## src/rtl/cpu_axi_bridge.sv

```systemverilog
// Bridges the core's fetch and load/store SRAM-like ports onto one AXI3 master,
// one outstanding transaction at a time, data requests winning over fetches.
module cpu_axi_bridge #(
    parameter logic [3:0] ID_INST = 4'd0,
    parameter logic [3:0] ID_DATA = 4'd1
) (
    input  logic        clk,
    input  logic        resetn,

    input  logic        inst_req,
    input  logic [31:0] inst_addr,
    output logic        inst_addr_ok,
    output logic        inst_data_ok,
    output logic [31:0] inst_rdata,

    input  logic        data_req,
    input  logic [31:0] data_addr,
    input  logic [1:0]  data_size,
    input  logic [3:0]  data_wen,
    input  logic [31:0] data_wdata,
    output logic        data_addr_ok,
    output logic        data_data_ok,
    output logic [31:0] data_rdata,

    output logic [3:0]  arid,
    output logic [31:0] araddr,
    output logic [3:0]  arlen,
    output logic [2:0]  arsize,
    output logic [1:0]  arburst,
    output logic        arvalid,
    input  logic        arready,

    input  logic [3:0]  rid,
    input  logic [31:0] rdata,
    input  logic [1:0]  rresp,
    input  logic        rlast,
    input  logic        rvalid,
    output logic        rready,

    output logic [3:0]  awid,
    output logic [31:0] awaddr,
    output logic [3:0]  awlen,
    output logic [2:0]  awsize,
    output logic [1:0]  awburst,
    output logic        awvalid,
    input  logic        awready,

    output logic [3:0]  wid,
    output logic [31:0] wdata,
    output logic [3:0]  wstrb,
    output logic        wlast,
    output logic        wvalid,
    input  logic        wready,

    input  logic [3:0]  bid,
    input  logic [1:0]  bresp,
    input  logic        bvalid,
    output logic        bready
);

    typedef enum logic [2:0] {
        S_IDLE,
        S_RD_ADDR,
        S_RD_DATA,
        S_WR_REQ,
        S_WR_RESP,
        S_DONE
    } state_t;

    state_t      state, state_next;
    logic [31:0] addr_q;
    logic [1:0]  size_q;
    logic [3:0]  wen_q;
    logic [31:0] wdata_q;
    logic        owner_data_q;
    logic        aw_done_q, w_done_q;
    logic [31:0] inst_rdata_q, data_rdata_q;

    logic        data_grant, inst_grant;
    logic        aw_fin, w_fin;

    // Response-side IDs, status and last flag carry nothing this bridge needs.
    logic        unused_inputs;
    assign unused_inputs = ^{rid, rresp, rlast, bid, bresp};

    assign aw_fin = aw_done_q | (awvalid & awready);
    assign w_fin  = w_done_q  | (wvalid & wready);

    always_comb begin
        state_next = state;
        data_grant = 1'b0;
        inst_grant = 1'b0;
        case (state)
            S_IDLE: begin
                if (resetn && data_req) begin
                    data_grant = 1'b1;
                    state_next = (|data_wen) ? S_WR_REQ : S_RD_ADDR;
                end else if (resetn && inst_req) begin
                    inst_grant = 1'b1;
                    state_next = S_RD_ADDR;
                end
            end
            S_RD_ADDR: if (arready) state_next = S_RD_DATA;
            S_RD_DATA: if (rvalid)  state_next = S_DONE;
            S_WR_REQ:  if (aw_fin && w_fin) state_next = S_WR_RESP;
            S_WR_RESP: if (bvalid)  state_next = S_DONE;
            S_DONE:    state_next = S_IDLE;
            default:   state_next = S_IDLE;
        endcase
    end

    always_ff @(posedge clk) begin
        if (!resetn) begin
            state        <= S_IDLE;
            addr_q       <= '0;
            size_q       <= '0;
            wen_q        <= '0;
            wdata_q      <= '0;
            owner_data_q <= 1'b0;
            aw_done_q    <= 1'b0;
            w_done_q     <= 1'b0;
            inst_rdata_q <= '0;
            data_rdata_q <= '0;
        end else begin
            state <= state_next;
            if (data_grant) begin
                addr_q       <= data_addr;
                size_q       <= data_size;
                wen_q        <= data_wen;
                wdata_q      <= data_wdata;
                owner_data_q <= 1'b1;
            end else if (inst_grant) begin
                addr_q       <= inst_addr;
                size_q       <= 2'd2;
                wen_q        <= '0;
                wdata_q      <= '0;
                owner_data_q <= 1'b0;
            end
            // Per-channel completion flags live only while both handshakes are pending.
            if (state == S_WR_REQ && state_next == S_WR_REQ) begin
                aw_done_q <= aw_fin;
                w_done_q  <= w_fin;
            end else begin
                aw_done_q <= 1'b0;
                w_done_q  <= 1'b0;
            end
            if (state == S_RD_DATA && rvalid) begin
                if (owner_data_q) data_rdata_q <= rdata;
                else              inst_rdata_q <= rdata;
            end
        end
    end

    assign data_addr_ok = data_grant;
    assign inst_addr_ok = inst_grant;
    assign data_data_ok = (state == S_DONE) &&  owner_data_q;
    assign inst_data_ok = (state == S_DONE) && !owner_data_q;
    assign inst_rdata   = inst_rdata_q;
    assign data_rdata   = data_rdata_q;

    assign arid    = owner_data_q ? ID_DATA : ID_INST;
    assign araddr  = addr_q;
    assign arlen   = 4'd0;
    assign arsize  = {1'b0, size_q};
    assign arburst = 2'b01;
    assign arvalid = (state == S_RD_ADDR);
    assign rready  = (state == S_RD_DATA);

    assign awid    = ID_DATA;
    assign awaddr  = addr_q;
    assign awlen   = 4'd0;
    assign awsize  = {1'b0, size_q};
    assign awburst = 2'b01;
    assign awvalid = (state == S_WR_REQ) && !aw_done_q;

    assign wid     = ID_DATA;
    assign wdata   = wdata_q;
    assign wstrb   = wen_q;
    assign wlast   = 1'b1;
    assign wvalid  = (state == S_WR_REQ) && !w_done_q;
    assign bready  = (state == S_WR_RESP);

endmodule

```

## config.mk

```make
export PLATFORM = sky130hd
export DESIGN_NAME = cpu_axi_bridge
export DESIGN_NICKNAME = d
export VERILOG_FILES = /design/src/rtl/cpu_axi_bridge.sv
export SDC_FILE = /design/constraint.sdc
export NUM_CORES = 1
export LEC_CHECK = 0
export BUFFER_PORTS_ARGS = -buffer_cell sky130_fd_sc_hd__buf_2
export CAP_MARGIN = 0
export CORE_AREA = 5 5 136 138
export DETAILED_ROUTE_END_ITERATION = 7
export DIE_AREA = 0 0 141 143
export GPL_ROUTABILITY_DRIVEN = 0
export PLACE_DENSITY = 0.65
export SYNTH_ARGS = -nofsm -noshare
export SYNTH_HDL_FRONTEND = slang
export SYNTH_SLANG_ARGS = --single-unit
```

## constraint.sdc

```tcl
create_clock -name clk -period 2.5 [get_ports clk]
set_clock_uncertainty 0.2 [all_clocks]
set_input_delay 0.75 -clock clk [delete_from_list [all_inputs] [get_ports clk]]
set_output_delay 0.75 -clock clk [all_outputs]
set_load 0.05 [all_outputs]
```

==> out/qor.yml <==
route:
  drtAntennaViolNets: 0
  dr.pass1.iters: 4
  vias: 5508
  drc: 0
  vias_per_cell: 4.98
  drt-initial-drc-count: 229
  drt-total-wl_microns: 18900
  wl_per_cell_microns: 17.1
logic_synthesis:
  ys.flop_type: "dfxtp_1"
  synth_cells: 608
  synth_edf_count: 0
  synth_common_cells: "140 x dfxtp_1, 66 x a21oi_1, 66 x nand3_1, 66 x o21ai_0, 61 x buf_4"
  synth_warnings: 0
  avgSynthCellArea_sq_um: 9.34
  synth_cell_types: 36
  synth-seq-cells: 140
  synth_top_area_cell: "dfxtp_1"
  synth_compound_area_share_pct: 26.2
  synthSimpleGateAreaFrac_pct: 11.4
  synthMostInstantiatedCell: "dfxtp_1"
  synth_mux_area_share_pct: 0
  async_flop_share_pct: 0
  yosys.area.top_type_share_pct: 49.4
  syn_area_sq_um: 5680
  seq_area_frac_synth_pct: 49.4
  synthAdderAreaFrac_pct: 0
  synth_top_family_by_area: "compound AO/OA/AOI/OAI gates"
  synthXorXnorAreaFrac_pct: 0
  yosys-top-cells-area: "dfxtp_1 49%, buf_4 8.1%, a21oi_1 5.8%, nand3_1 5.8%, o21ai_0 5.8%"
cts:
  ctsResizeCount: 10
  htree_levels: 4
  cts.sink_count: 140
  clockRootBuffer: "clkbuf_16"
  insertion_delay_ns: 0.41
  hold_buffers: 0
  clockBufferDepth: 2
  cts_tree: "built"
  cts_made_buffers: 17
  clk_pin_slew_worst_paths_ns: 0.06
  post-cts-setup-buffers: 0
place:
  place_ws_ns: -0.0446
  dp.cells: 1073
  port_buffers: 320
  hpwl_microns: 13400
global_routing:
  antenna_found_initial: 1
  overflow: 0
  track_usage_pct: 17.6
  grt_pass1_wl_microns: 28500
  grt_start_max_net_pins: 68
  grt_pass1_vias: 5225
sta:
  setup_viol: 0
  worst_slew_margin_rel_pct: 41.5
  drv_slew: 0
  hold_viol: 0
  timing.fmax_mhz: 407
  min_period_over_period_pct: 98.4
  min_period_ns: 2.46
  hold_ws_ns: 0.270
  fin_ws_ns: 0.0412
  worst-slew-pin-transition_ns: 0.872
  rsz0062_at_grt: "yes"
layout:
  area_delta_synth_final_pct: 37.0
  drive_gt1_share_pct: 45.1
  nNetsFinal: 1023
  fillers: 1659
  diodes: 0
  multiInputGateArea_sq_um: 2250
  layout.cells.non_filler: 1105
  seq_area_sq_um: 2810
floorplanning:
  rows: 48
  die_y_microns: 143
  die_x_microns: 141
  initial_core_util_pct: 33.3
  dieArea_sq_um: 20200
  core_area_sq_um: 17100
  ios: 360
worst_hold_path:
  hp-class: "reg -> reg"
worst_setup_path:
  critPathRequiredTime_ns: 1.55
  reg2reg_slack_ns: 0.43
  startpoint_type: "primary input"
  cp-end-kind: "output pin"
  crit_type: "in -> out"
  path_max_fanout: 5
  critical_path_arrival_ns: 1.51
power:
  ir_worst_vdd_uv: 454
  power_density_nw_per_um2: 1040
  finalPower_w: 0.00812
  p_leak_nw: 3.76
outcome:
  outcome: "finished clean"
run:
  max_cap_violations: 0
-- placed cells by master (no fill, tap or decap), types with 2 or more instances in the layout --
master and instances:
and3_1 20, nor3_1 3, buf_4 15, clkbuf_16 17, conb_1 26, o21ai_0 66
o31ai_1 2, dfxtp_2 3, and3b_1 3, a221o_1 19, buf_2 311, o221a_2 14
a22o_1 37, clkbuf_4 3, inv_2 2, nand3_1 66, bufinv_16 2, inv_8 5
nor2_1 7, o21a_1 13, clkinvlp_4 3, nand2_1 3, inv_1 3, dfxtp_1 137
a21oi_1 66, nor2_2 2, buf_12 4, inv_6 4, buf_6 3
-- kinds of logic (layout without fill, tap and decap cells) --
group | Yosys count | count (layout)
AOI/OAI and AO/OA | 223 | 223
buffers and inverters | 126 | 374
DFF | 140 | 140
other | 2 | 26
and+or+nand+nor | 117 | 117
-- power breakdown --
part	switching [W]	total (W)	leakage [nW]	internal, W
registers	0.000176	0.00267	1.14	0.00249
clock network	0.00109	0.00264	0.294	0.00154
logic	0.00214	0.00282	2.32	0.000681
total	0.00341	0.00812	3.76	0.00472
-- registers in the layout, summed over array words and instances (netlist names) --
| register | cells |
|---|---|
| inst_rdata | 32 |
| size_q | 2 |
| wdata | 32 |
| araddr | 32 |
| state | 3 |
| data_rdata | 32 |
| w_done_q | 1 |
| aw_done_q | 1 |
| wstrb | 4 |
| owner_data_q | 1 |
-- area by class of cell --
cell class                      instances  area share, %
Clock buffer                           18           5.64
Clock inverter                         14           2.24
Inverter                                6          0.289
Multi-Input combinational cell        366           28.9
Sequential cell                       140           36.1
Tap cell                              225           3.62
Timing Repair Buffer                  336           23.2
-- through the flow --
stage / cell area (sq um) / utilization, % / TNS [ns]
after detailed placement: 7120 / 41.8 / -0.0446
after floorplan: 5770 / - / -0.492
after global routing: 7780 / 45.6 / -0.0634
after global placement: 7120 / 41.8 / -0.00279
after CTS: 7760 / 45.5 / 0
final: 7780 / 45.6 / 0
-- path summary, 6_finish.rpt --
check	startpoint	to	cells past startpoint
max	data_req	data_addr_ok	5
min	inst_rdata[1]$_SDFFE_PN0P_	inst_rdata[1]$_SDFFE_PN0P_	2
max reg2reg	state[2]$_SDFF_PN0_	araddr[14]$_SDFFE_PN0P_	3
min reg2reg	inst_rdata[1]$_SDFFE_PN0P_	inst_rdata[1]$_SDFFE_PN0P_	2
-- metal layers --
metal	track usage, %	vias to the layer above	wire, microns
met5	0	-	13
met4	5.71	2	273
met3	7.23	20	1800
met2	28.3	237	8960
met1	21.6	2586	7820
li1	-	2663	-
-- critical path, stage by stage --
cell and delay [ns]:
buf_2 0.11, nor4b_2 0.26, nand2_1 0.13, inv_2 0.11, buf_12 0.14
No activity file was read; power rests on OpenSTA's default activity.
